### src/rtl/ex_hazard_ctrl_pkg.sv
// Shared encodings for the EX hazard controller: FSM states and the forwarding
// select codes also consumed by the EX operand muxes.
package ex_hazard_ctrl_pkg;

  localparam logic [1:0] RUN      = 2'd0;
  localparam logic [1:0] LU_STALL = 2'd1;
  localparam logic [1:0] MC_WAIT  = 2'd2;

  typedef enum logic [1:0] {
    StRun     = RUN,
    StLuStall = LU_STALL,
    StMcWait  = MC_WAIT
  } hz_state_e;

  localparam logic [1:0] FWD_RF    = 2'b00;
  localparam logic [1:0] FWD_EXMEM = 2'b01;
  localparam logic [1:0] FWD_MEMWB = 2'b10;

endpackage

### src/rtl/ex_hazard_ctrl_if.sv
// Pipeline-side bundle for ex_hazard_ctrl. Optional HAZARD_PERF_EN adds the
// perf_clr input and the stall_cnt / flush_cnt counters.
interface ex_hazard_ctrl_if #(
  parameter int unsigned REG_W = 4
);
  logic [REG_W-1:0] ifid_rn, ifid_rm;
  logic             ifid_uses_rn, ifid_uses_rm;
  logic [REG_W-1:0] idex_rn, idex_rm, idex_rd;
  logic             idex_mem_read, idex_reg_write;
  logic [REG_W-1:0] exmem_rd, memwb_rd;
  logic             exmem_reg_write, memwb_reg_write;
  logic             ex_branch_taken;
  logic             mc_start, mc_done;

  logic             pc_en, ifid_en, idex_en;
  logic             ifid_flush, idex_flush, exmem_bubble;
  logic [1:0]       fwd_sel_rn, fwd_sel_rm;
  logic             busy, mc_timeout;

`ifdef HAZARD_PERF_EN
  logic             perf_clr;
  logic [15:0]      stall_cnt, flush_cnt;

  modport master (
    output ifid_rn, ifid_rm, ifid_uses_rn, ifid_uses_rm, idex_rn, idex_rm, idex_rd,
           idex_mem_read, idex_reg_write, exmem_rd, memwb_rd, exmem_reg_write,
           memwb_reg_write, ex_branch_taken, mc_start, mc_done, perf_clr,
    input  pc_en, ifid_en, idex_en, ifid_flush, idex_flush, exmem_bubble,
           fwd_sel_rn, fwd_sel_rm, busy, mc_timeout, stall_cnt, flush_cnt
  );

  modport slave (
    input  ifid_rn, ifid_rm, ifid_uses_rn, ifid_uses_rm, idex_rn, idex_rm, idex_rd,
           idex_mem_read, idex_reg_write, exmem_rd, memwb_rd, exmem_reg_write,
           memwb_reg_write, ex_branch_taken, mc_start, mc_done, perf_clr,
    output pc_en, ifid_en, idex_en, ifid_flush, idex_flush, exmem_bubble,
           fwd_sel_rn, fwd_sel_rm, busy, mc_timeout, stall_cnt, flush_cnt
  );
`else
  modport master (
    output ifid_rn, ifid_rm, ifid_uses_rn, ifid_uses_rm, idex_rn, idex_rm, idex_rd,
           idex_mem_read, idex_reg_write, exmem_rd, memwb_rd, exmem_reg_write,
           memwb_reg_write, ex_branch_taken, mc_start, mc_done,
    input  pc_en, ifid_en, idex_en, ifid_flush, idex_flush, exmem_bubble,
           fwd_sel_rn, fwd_sel_rm, busy, mc_timeout
  );

  modport slave (
    input  ifid_rn, ifid_rm, ifid_uses_rn, ifid_uses_rm, idex_rn, idex_rm, idex_rd,
           idex_mem_read, idex_reg_write, exmem_rd, memwb_rd, exmem_reg_write,
           memwb_reg_write, ex_branch_taken, mc_start, mc_done,
    output pc_en, ifid_en, idex_en, ifid_flush, idex_flush, exmem_bubble,
           fwd_sel_rn, fwd_sel_rm, busy, mc_timeout
  );
`endif

endinterface

### src/rtl/ex_hazard_ctrl_fwd_select.sv
// Operand source select for one EX source register; the younger EX/MEM result
// wins over MEM/WB. Register 0 is matched like any other.
module ex_hazard_ctrl_fwd_select
  import ex_hazard_ctrl_pkg::*;
#(
  parameter int unsigned REG_W = 4
) (
  input  logic [REG_W-1:0] src,
  input  logic [REG_W-1:0] exmem_rd,
  input  logic             exmem_reg_write,
  input  logic [REG_W-1:0] memwb_rd,
  input  logic             memwb_reg_write,
  output logic [1:0]       sel
);

  always_comb begin
    sel = FWD_RF;
    if (exmem_reg_write && (exmem_rd == src)) begin
      sel = FWD_EXMEM;
    end else if (memwb_reg_write && (memwb_rd == src)) begin
      sel = FWD_MEMWB;
    end
  end

endmodule

### src/rtl/ex_hazard_ctrl.sv
// EX-stage sequencing: stage enables/flushes, load-use bubbles, branch flush,
// multi-cycle freeze with timeout, operand forwarding. Option: HAZARD_PERF_EN.
module ex_hazard_ctrl
  import ex_hazard_ctrl_pkg::*;
#(
  parameter int unsigned REG_W      = 4,
  parameter int unsigned LOAD_LAT   = 1,
  parameter int unsigned MC_TIMEOUT = 255
) (
  input  logic              clk,
  input  logic              reset,
  ex_hazard_ctrl_if.slave   hz
);

  localparam logic [2:0] LuInit  = 3'(LOAD_LAT - 1);
  localparam logic [7:0] McLimit = 8'(MC_TIMEOUT);

  hz_state_e  state_q;
  logic [2:0] lu_cnt_q;
  logic [7:0] mc_cnt_q;
  logic       mc_timeout_q;

  logic       load_use, mc_release;
  logic       pc_en, ifid_en, idex_en, ifid_flush, idex_flush, exmem_bubble;
  logic [1:0] sel_rn, sel_rm;

  assign load_use = hz.idex_mem_read && hz.idex_reg_write &&
                    ((hz.ifid_uses_rn && (hz.ifid_rn == hz.idex_rd)) ||
                     (hz.ifid_uses_rm && (hz.ifid_rm == hz.idex_rd)));

  assign mc_release = hz.mc_done || (mc_cnt_q == McLimit);

  always_ff @(posedge clk or posedge reset) begin
    if (reset) begin
      state_q      <= StRun;
      lu_cnt_q     <= '0;
      mc_cnt_q     <= '0;
      mc_timeout_q <= 1'b0;
    end else begin
      case (state_q)
        StRun: begin
          // Branch outranks everything, including an illegal simultaneous mc_start.
          if (hz.ex_branch_taken) begin
            state_q <= StRun;
          end else if (hz.mc_start) begin
            mc_cnt_q <= '0;
            state_q  <= StMcWait;
          end else if (load_use && (LOAD_LAT > 1)) begin
            lu_cnt_q <= LuInit;
            state_q  <= StLuStall;
          end
        end
        StLuStall: begin
          lu_cnt_q <= lu_cnt_q - 3'd1;
          if (lu_cnt_q <= 3'd1) begin
            state_q <= StRun;
          end
        end
        StMcWait: begin
          if (hz.mc_done) begin
            state_q <= StRun;
          end else if (mc_cnt_q == McLimit) begin
            mc_timeout_q <= 1'b1;
            state_q      <= StRun;
          end else begin
            mc_cnt_q <= mc_cnt_q + 8'd1;
          end
        end
        default: state_q <= StRun;
      endcase
    end
  end

  always_comb begin
    pc_en        = 1'b0;
    ifid_en      = 1'b0;
    idex_en      = 1'b0;
    ifid_flush   = 1'b0;
    idex_flush   = 1'b0;
    exmem_bubble = 1'b0;
    if (!reset) begin
      case (state_q)
        StRun: begin
          pc_en   = 1'b1;
          ifid_en = 1'b1;
          idex_en = 1'b1;
          if (hz.ex_branch_taken) begin
            ifid_flush = 1'b1;
            idex_flush = 1'b1;
          end else if (hz.mc_start) begin
            pc_en        = 1'b0;
            ifid_en      = 1'b0;
            idex_en      = 1'b0;
            exmem_bubble = 1'b1;
          end else if (load_use) begin
            pc_en      = 1'b0;
            ifid_en    = 1'b0;
            idex_flush = 1'b1;
          end
        end
        StLuStall: begin
          idex_en    = 1'b1;
          idex_flush = 1'b1;
        end
        StMcWait: begin
          if (mc_release) begin
            pc_en   = 1'b1;
            ifid_en = 1'b1;
            idex_en = 1'b1;
          end else begin
            exmem_bubble = 1'b1;
          end
        end
        default: ;
      endcase
    end
  end

  ex_hazard_ctrl_fwd_select #(.REG_W(REG_W)) u_fwd_rn (
    .src             (hz.idex_rn),
    .exmem_rd        (hz.exmem_rd),
    .exmem_reg_write (hz.exmem_reg_write),
    .memwb_rd        (hz.memwb_rd),
    .memwb_reg_write (hz.memwb_reg_write),
    .sel             (sel_rn)
  );

  ex_hazard_ctrl_fwd_select #(.REG_W(REG_W)) u_fwd_rm (
    .src             (hz.idex_rm),
    .exmem_rd        (hz.exmem_rd),
    .exmem_reg_write (hz.exmem_reg_write),
    .memwb_rd        (hz.memwb_rd),
    .memwb_reg_write (hz.memwb_reg_write),
    .sel             (sel_rm)
  );

  assign hz.pc_en        = pc_en;
  assign hz.ifid_en      = ifid_en;
  assign hz.idex_en      = idex_en;
  assign hz.ifid_flush   = ifid_flush;
  assign hz.idex_flush   = idex_flush;
  assign hz.exmem_bubble = exmem_bubble;
  assign hz.fwd_sel_rn   = reset ? FWD_RF : sel_rn;
  assign hz.fwd_sel_rm   = reset ? FWD_RF : sel_rm;
  assign hz.busy         = (state_q != StRun);
  assign hz.mc_timeout   = mc_timeout_q;

`ifdef HAZARD_PERF_EN
  logic [15:0] stall_cnt_q, flush_cnt_q;
  logic        flush_evt;

  assign flush_evt = (state_q == StRun) && hz.ex_branch_taken;

  always_ff @(posedge clk or posedge reset) begin
    if (reset) begin
      stall_cnt_q <= '0;
      flush_cnt_q <= '0;
    end else if (hz.perf_clr) begin
      stall_cnt_q <= '0;
      flush_cnt_q <= '0;
    end else begin
      if (!pc_en && (stall_cnt_q != 16'hffff)) begin
        stall_cnt_q <= stall_cnt_q + 16'd1;
      end
      if (flush_evt && (flush_cnt_q != 16'hffff)) begin
        flush_cnt_q <= flush_cnt_q + 16'd1;
      end
    end
  end

  assign hz.stall_cnt = stall_cnt_q;
  assign hz.flush_cnt = flush_cnt_q;
`endif

endmodule
### src/flat_wrapper.sv
// flat-port wrapper written by rule: the top's interface ports become plain ports
module ex_hazard_ctrl_flat import ex_hazard_ctrl_pkg::*;
#(
  parameter int unsigned REG_W      = 4,
  parameter int unsigned LOAD_LAT   = 1,
  parameter int unsigned MC_TIMEOUT = 255
)
  (clk, reset, hz_ifid_rn, hz_ifid_rm, hz_ifid_uses_rn, hz_ifid_uses_rm, hz_idex_rn, hz_idex_rm, hz_idex_rd, hz_idex_mem_read, hz_idex_reg_write, hz_exmem_rd, hz_memwb_rd, hz_exmem_reg_write, hz_memwb_reg_write, hz_ex_branch_taken, hz_mc_start, hz_mc_done, hz_pc_en, hz_ifid_en, hz_idex_en, hz_ifid_flush, hz_idex_flush, hz_exmem_bubble, hz_fwd_sel_rn, hz_fwd_sel_rm, hz_busy, hz_mc_timeout);
  ex_hazard_ctrl_if #(.REG_W(REG_W)) hz_i ();
  input  logic clk;
  input  logic reset;
  input wire logic [$bits(hz_i.ifid_rn)-1:0] hz_ifid_rn;
  input wire logic [$bits(hz_i.ifid_rm)-1:0] hz_ifid_rm;
  input wire logic [$bits(hz_i.ifid_uses_rn)-1:0] hz_ifid_uses_rn;
  input wire logic [$bits(hz_i.ifid_uses_rm)-1:0] hz_ifid_uses_rm;
  input wire logic [$bits(hz_i.idex_rn)-1:0] hz_idex_rn;
  input wire logic [$bits(hz_i.idex_rm)-1:0] hz_idex_rm;
  input wire logic [$bits(hz_i.idex_rd)-1:0] hz_idex_rd;
  input wire logic [$bits(hz_i.idex_mem_read)-1:0] hz_idex_mem_read;
  input wire logic [$bits(hz_i.idex_reg_write)-1:0] hz_idex_reg_write;
  input wire logic [$bits(hz_i.exmem_rd)-1:0] hz_exmem_rd;
  input wire logic [$bits(hz_i.memwb_rd)-1:0] hz_memwb_rd;
  input wire logic [$bits(hz_i.exmem_reg_write)-1:0] hz_exmem_reg_write;
  input wire logic [$bits(hz_i.memwb_reg_write)-1:0] hz_memwb_reg_write;
  input wire logic [$bits(hz_i.ex_branch_taken)-1:0] hz_ex_branch_taken;
  input wire logic [$bits(hz_i.mc_start)-1:0] hz_mc_start;
  input wire logic [$bits(hz_i.mc_done)-1:0] hz_mc_done;
  output wire logic [$bits(hz_i.pc_en)-1:0] hz_pc_en;
  output wire logic [$bits(hz_i.ifid_en)-1:0] hz_ifid_en;
  output wire logic [$bits(hz_i.idex_en)-1:0] hz_idex_en;
  output wire logic [$bits(hz_i.ifid_flush)-1:0] hz_ifid_flush;
  output wire logic [$bits(hz_i.idex_flush)-1:0] hz_idex_flush;
  output wire logic [$bits(hz_i.exmem_bubble)-1:0] hz_exmem_bubble;
  output wire logic [$bits(hz_i.fwd_sel_rn)-1:0] hz_fwd_sel_rn;
  output wire logic [$bits(hz_i.fwd_sel_rm)-1:0] hz_fwd_sel_rm;
  output wire logic [$bits(hz_i.busy)-1:0] hz_busy;
  output wire logic [$bits(hz_i.mc_timeout)-1:0] hz_mc_timeout;
  assign hz_i.ifid_rn = hz_ifid_rn;
  assign hz_i.ifid_rm = hz_ifid_rm;
  assign hz_i.ifid_uses_rn = hz_ifid_uses_rn;
  assign hz_i.ifid_uses_rm = hz_ifid_uses_rm;
  assign hz_i.idex_rn = hz_idex_rn;
  assign hz_i.idex_rm = hz_idex_rm;
  assign hz_i.idex_rd = hz_idex_rd;
  assign hz_i.idex_mem_read = hz_idex_mem_read;
  assign hz_i.idex_reg_write = hz_idex_reg_write;
  assign hz_i.exmem_rd = hz_exmem_rd;
  assign hz_i.memwb_rd = hz_memwb_rd;
  assign hz_i.exmem_reg_write = hz_exmem_reg_write;
  assign hz_i.memwb_reg_write = hz_memwb_reg_write;
  assign hz_i.ex_branch_taken = hz_ex_branch_taken;
  assign hz_i.mc_start = hz_mc_start;
  assign hz_i.mc_done = hz_mc_done;
  assign hz_pc_en = hz_i.pc_en;
  assign hz_ifid_en = hz_i.ifid_en;
  assign hz_idex_en = hz_i.idex_en;
  assign hz_ifid_flush = hz_i.ifid_flush;
  assign hz_idex_flush = hz_i.idex_flush;
  assign hz_exmem_bubble = hz_i.exmem_bubble;
  assign hz_fwd_sel_rn = hz_i.fwd_sel_rn;
  assign hz_fwd_sel_rm = hz_i.fwd_sel_rm;
  assign hz_busy = hz_i.busy;
  assign hz_mc_timeout = hz_i.mc_timeout;
  ex_hazard_ctrl #(.REG_W(REG_W), .LOAD_LAT(LOAD_LAT), .MC_TIMEOUT(MC_TIMEOUT)) u_core (.clk(clk), .reset(reset), .hz(hz_i));
endmodule
### config.mk
export PLATFORM = sky130hd
export DESIGN_NAME = ex_hazard_ctrl_flat
export DESIGN_NICKNAME = d
export VERILOG_FILES = /design/src/rtl/ex_hazard_ctrl_pkg.sv /design/src/rtl/ex_hazard_ctrl_if.sv /design/src/rtl/ex_hazard_ctrl_fwd_select.sv /design/src/rtl/ex_hazard_ctrl.sv /design/src/flat_wrapper.sv
export SDC_FILE = /design/constraint.sdc
export NUM_CORES = 1
export LEC_CHECK = 0
export ABC_AREA = 1
export BUFFER_PORTS_ARGS = -buffer_cell sky130_fd_sc_hd__buf_4
export CELL_PAD_IN_SITES_DETAIL_PLACEMENT = 0
export CELL_PAD_IN_SITES_GLOBAL_PLACEMENT = 1
export CORE_ASPECT_RATIO = 0.9
export CORE_MARGIN = 2
export CORE_UTILIZATION = 27
export DETAILED_ROUTE_END_ITERATION = 16
export PLACE_DENSITY = 0.76
export SETUP_SLACK_MARGIN = 0.02
export SLEW_MARGIN = 20
export SYNTH_ARGS = -nofsm -noshare
export SYNTH_HDL_FRONTEND = slang
export SYNTH_SLANG_ARGS = --single-unit
export TNS_END_PERCENT = 30
### constraint.sdc
create_clock -name clk -period 1.56 [get_ports clk]
set_input_delay 0.312 -clock clk [delete_from_list [all_inputs] [get_ports clk]]
set_output_delay 0.312 -clock clk [all_outputs]
set_load 0.01 [all_outputs]
==> metrics.cfg, run 1 <==
[outcome]
status=finished, violations left
violations=negative setup slack

[synthesis]
syn_avg_cell_area_um2=6.173
synth_top_family_by_area=simple AND/OR/NAND/NOR gates
yosysWarnings=0
synth_fa_ha_area_share_pct=1.229
ys_seq_area_share_pct=24.57
yosys.area_share.simple_pct=43.12
synthCells=165
synth-xor-area-share_pct=8.600
synth_nets=205
synth_mux_area_share_pct=0
synth_compound_gate_area_share_pct=10.20
synth_cell_types=28
syn_area_um2=1018
ys_ff_latch=10

[global_routing]
overflow=0
grt_pass1_wl_um=5099
grt_usage_pct=15.27
grt_antenna_before_repair=0
grt_max_degree=11
grt_pass1_vias=1241

[cells_and_area]
final_util_pct=46.05
syn_to_final_growth_pct=66.34
n_fill_cell=407
nets=281
fin_cells=285
final_common_cell=buf_4
layout-drive-gt1-share_pct=40.17
diodes=0
final_cell_mix=buf_4 (69), nand2_1 (45), inv_1 (25)

[critical_path]
cp_max_fo=3
worstSetupStartpointType=register
crit_required_ps=1250
crit_arrival_ps=1500
r2r_cells=10
critPathKind=register to output port
end_kind=output port

[clock_network]
cts_made_buffers=3
clock_latency_ps=230
cts_tree=built
clk_pin_slew_worst_paths_ps=50
cts_sinks=10
htreeDepth=1
cts_root_buf=clkbuf_8
cts_buffer_depth=2

[routing]
vias_per_cell=4.239
ant_nets=0
drt_pass1_iterations=4
drcViolationCount=0
wirelength_um=2885
wire_per_inst_um=10.12
vias=1208
drt_iter0_drc=51

[die]
dieHeight_um=62.27
num_rows=21
start_util_pct=27.69
coreArea_um2=3679
boundaryPins=51
die_w_um=68.74
fp.dieArea_um2=4280

[sta]
hold_viol=0
rsz0062_at_grt=yes
maxSlewViolCount=0
slew_headroom_pct=82.57
setup_slack_ps=-251.3
worst_slew_pin_slew_ps=260.7
max_freq_mhz=552.1
fin_hold_ws_ps=105.4
post-route-period-util_pct=116.1
fin_skew_ps=1.360
finalSetupViolations=4
period_needed_ps=1811

[placed_design]
globalplace.congestion=0.8216
place.port_buffers=50
dpl_worst_slack_ps=-63.56
hpwl_um=2392
place_inst=274

[pwr]
peakVddDrop_mv=0.3309
p_leak_uw=0.0009409
p_per_area_nw_per_um2=577.5
finalPower_uw=978.3

[min_path]
hp-class=primary input to asynchronous set/reset pin

[job]
drv_cap=0

==> cells by family after synthesis <==
family	count (synthesis)
adders and majority gates	1
xor gates and xnor gates	10
and+or+nand+nor	95
buffers and inverters	31
DFF	10
AOI/OAI and AO/OA	18
==> power by group <==
part	switching, uW	leakage, uW	internal, uW
clock network	96.8	0.0000216	169
logic	194	0.000788	220
registers	14.9	0.000131	285
==> repair_timing <==
item	CTS	global route
endpoints found under the hold margin	0	0
resized for setup	2	9
buffers inserted	4	4
hold buffers	0	0
setup endpoints to repair	5	8
pin swaps	4	6
==> final timing paths <==
path / startpoint / end / slack [ps]
min in group clk: hz_mc_done / u_core.hz.mc_timeout$_DFFE_PP0P_ / 280
max in group asynchronous: reset / u_core.mc_cnt_q[4]$_DFFE_PP0P_ / 1310
worst max register to register: u_core.mc_cnt_q[1]$_DFFE_PP0P_ / u_core.mc_cnt_q[2]$_DFFE_PP0P_ / 60
worst max-delay path: u_core.mc_cnt_q[1]$_DFFE_PP0P_ / hz_pc_en / -250
worst min register to register: u_core.hz.mc_timeout$_DFFE_PP0P_ / u_core.hz.mc_timeout$_DFFE_PP0P_ / 490
worst min-delay path: reset / u_core.mc_cnt_q[2]$_DFFE_PP0P_ / 110
==> sequential cells by signal, indices dropped and copies added (netlist names) <==
name	count
u_core.mc_cnt_q	8
u_core.hz.mc_timeout	1
u_core.state_q	1
==> worst max-delay path: stages, from the launching register on <==
cell	delay [ps]
dfrtp_1	340
ha_2	190
nand2_2	60
inv_2	70
nand4_4	90
nand2_4	120
nand2_8	60
nor2_4	120
nand2_2	50
inv_2	70
buf_6	100
==> synthesized netlist by cell type <==
cell | count | area [um2]
o22ai_1 | 2 | 12.51
o21ai_1 | 5 | 25.02
nand2_1 | 48 | 180.2
ha_1 | 1 | 12.51
a211oi_1 | 1 | 7.510
o21ai_0 | 4 | 20.02
nand2_2 | 1 | 6.260
dfrtp_1 | 10 | 250.2
xor2_1 | 4 | 35.03
inv_2 | 2 | 7.510
nor3_1 | 2 | 10.01
nand4_1 | 2 | 12.51
o31ai_1 | 1 | 7.510
buf_4 | 1 | 7.510
or2_2 | 1 | 6.260
xnor2_1 | 6 | 52.55
nor2_2 | 1 | 6.260
nand3b_1 | 1 | 7.510
a21boi_0 | 1 | 7.510
clkinv_4 | 1 | 8.760
nand3_1 | 13 | 65.06
nor2_4 | 2 | 22.52
nand4_4 | 1 | 21.27
nand2_4 | 2 | 22.52
o2111ai_1 | 1 | 8.760
inv_1 | 27 | 101.4
a21oi_1 | 3 | 15.01
nor2_1 | 21 | 78.83
==> layout make-up <==
class,instances,area (um2),area share (%)
clock buffer,3,41.29,2.437
tap,46,57.56,3.397
multi-input combinational,124,675.6,39.88
timing repair buffer,72,551.8,32.57
inverter,30,117.6,6.942
sequential,10,250.2,14.77
==> stage by stage <==
stage | setup TNS [ps] | cell area (um2)
4_1_cts | -847.9 | 1637
6_report | -907.2 | 1694
2_1_floorplan | -147.0 | 1027
3_5_place_dp | -126.8 | 1554
5_1_grt | -1386 | 1694
3_3_place_gp | -19.31 | 1554
==> layer usage <==
layer | share of wire (%) | GRT usage, % | up-vias
li1 | - | - | 665
met1 | 48 | 20.74 | 508
met2 | 43 | 23.68 | 33
met3 | 8.1 | 3.804 | 2
met4 | 0.97 | 4.412 | 0
met5 | 0 | 0 | -
No activity file was read; power rests on OpenSTA's default activity.
==> run 2: changes to the inputs <==
CORE_ASPECT_RATIO = not set   (was 0.9)
SKIP_LAST_GASP = 1   (was not set)
==> run 2 against run 1 <==
The flow still finishes with violations (negative setup slack); hold slack better by 14 ps; via count is 2.9% lower; first-iteration DRC count shrank 47%; register-to-register slack better by 50 ps; largest cell class unchanged.
==> metrics.cfg, run 2 (synthesis results as in run 1) <==
[outcome]
status=finished, violations left
violations=negative setup slack

[critical_path]
r2r-end=u_core.hz.mc_timeout$_DFFE_PP0P_
critPathKind=register to output port
r2r_start=u_core.mc_cnt_q[1]$_DFFE_PP0P_
cp_max_fo=3
end_kind=output port
worstSetupStartpointType=register
regToRegSetupSlack_ps=110
crit_arrival_ps=1470
r2r_cells=8
crit_required_ps=1250

[clock_network]
cts_made_buffers=3
htreeDepth=1
cts_tree=built
clk_pin_slew_worst_paths_ps=50
cts_buffer_depth=2
cts_sinks=10
cts_root_buf=clkbuf_8
clock_latency_ps=240
postCtsHoldBufs=0

[die]
fp.dieArea_um2=4279
coreArea_um2=3633
dieHeight_um=65.42
num_rows=22
boundaryPins=51
start_util_pct=28.03
die_w_um=65.42

[sta]
worst_slew_pin_slew_ps=232.0
tns_ps=-759.1
maxSlewViolCount=0
rsz0062_at_grt=yes
fin_skew_ps=3.790
post-route-period-util_pct=114.2
max_freq_mhz=561.3
setup_slack_ps=-221.4
period_needed_ps=1781
hold_viol=0
slew_headroom_pct=84.52
finalSetupViolations=4

[global_routing]
grt_pass1_wl_um=4871
grt_pass1_vias=1118
grt_antenna_before_repair=0
grt_max_degree=11
overflow=0
grt_usage_pct=14.34

[placed_design]
dpl_worst_slack_ps=1.401
globalplace.congestion=0.8053
placed_cell_area_um2=1549
hpwl_um=2310
place_inst=275
place.port_buffers=50

[routing]
ant_nets=0
wirelength_um=2851
vias=1173
drt_pass1_iterations=4
drcViolationCount=0
wire_per_inst_um=9.969
drt_iter0_drc=27
vias_per_cell=4.101

[cells_and_area]
final_cell_mix=buf_4 (70), nand2_1 (46), inv_1 (25)
syn_to_final_growth_pct=62.90
diodes=0
final_common_cell=buf_4
final_area_um2=1659
nets=279
layout-drive-gt1-share_pct=37.82
largest_reg_flops=8
fin_cells=286
final_util_pct=45.66
regMostFlops=u_core.mc_cnt_q

[pwr]
p_per_area_nw_per_um2=609.5
peakVddDrop_mv=0.5729
p_leak_uw=0.0009350

[min_path]
hp-class=primary input to asynchronous set/reset pin

[job]
drv_cap=0

==> run 2: report_power, final <==
part	internal, uW	switching (uW)	leakage (uW)
combinational	202	181	0.000775
sequential	284	15.3	0.000131
clock	222	106	0.0000288
==> run 2: worst max path at each step <==
| stage | start | endpoint | slack (ps) | depth (start not counted) |
|---|---|---|---|---|
| global route | u_core.mc_cnt_q[0]$_DFFE_PP0P_ | hz_ifid_en | -320 | 10 |
| floorplan | u_core.mc_cnt_q[0]$_DFFE_PP0P_ | hz_pc_en | -120 | 10 |
| global placement | u_core.mc_cnt_q[1]$_DFFE_PP0P_ | hz_pc_en | 20 | 10 |
| finish | u_core.mc_cnt_q[1]$_DFFE_PP0P_ | hz_pc_en | -220 | 10 |
| CTS | u_core.mc_cnt_q[1]$_DFFE_PP0P_ | hz_pc_en | -210 | 10 |
| detailed placement | u_core.mc_cnt_q[1]$_DFFE_PP0P_ | hz_pc_en | 1 | 10 |
==> run 2: routing by layer <==
metal  wire length [um]  GRT usage [%]  share of wire, %
met1               1359          19.28                48
met3                188          3.082               6.6
met5                  0              0                 0
met4                 28          3.125              0.98
met2               1275          23.60                45
==> run 2: critical path, stage by stage (launching register included) <==
cell	delay, ps
dfrtp_1	350
ha_2	190
nand2_2	60
inv_2	80
nand4_4	90
nand2_4	90
nand2_4	70
nor2_4	90
nand2_2	50
inv_2	50
buf_4	110
==> run 2: what timing repair did <==
action                                  4_1_cts  5_1_grt
resized for setup                             0        1
setup buffers                                 3        4
endpoints found under the setup margin        5        8
pin swaps                                     4        1
==> run 2: cell type report <==
cell class / instances / area [um2]
fillers: 391 / 1974
multi-input cells: 124 / 650.6
repair buffers: 70 / 525.5
flip-flops and latches: 10 / 250.2
inverters: 30 / 117.6
well taps: 48 / 60.06
clock buffers: 4 / 55.05
==> run 2: through the flow <==
| stage | total power (uW) | hold slack, ps |
|---|---|---|
| floorplan | 473.5 | 106.0 |
| global placement | 679.5 | 390.1 |
| detailed placement | 675.7 | 387.1 |
| CTS | 1016 | 131.5 |
| global route | 1087 | 149.4 |
| finish | 1011 | 119.3 |
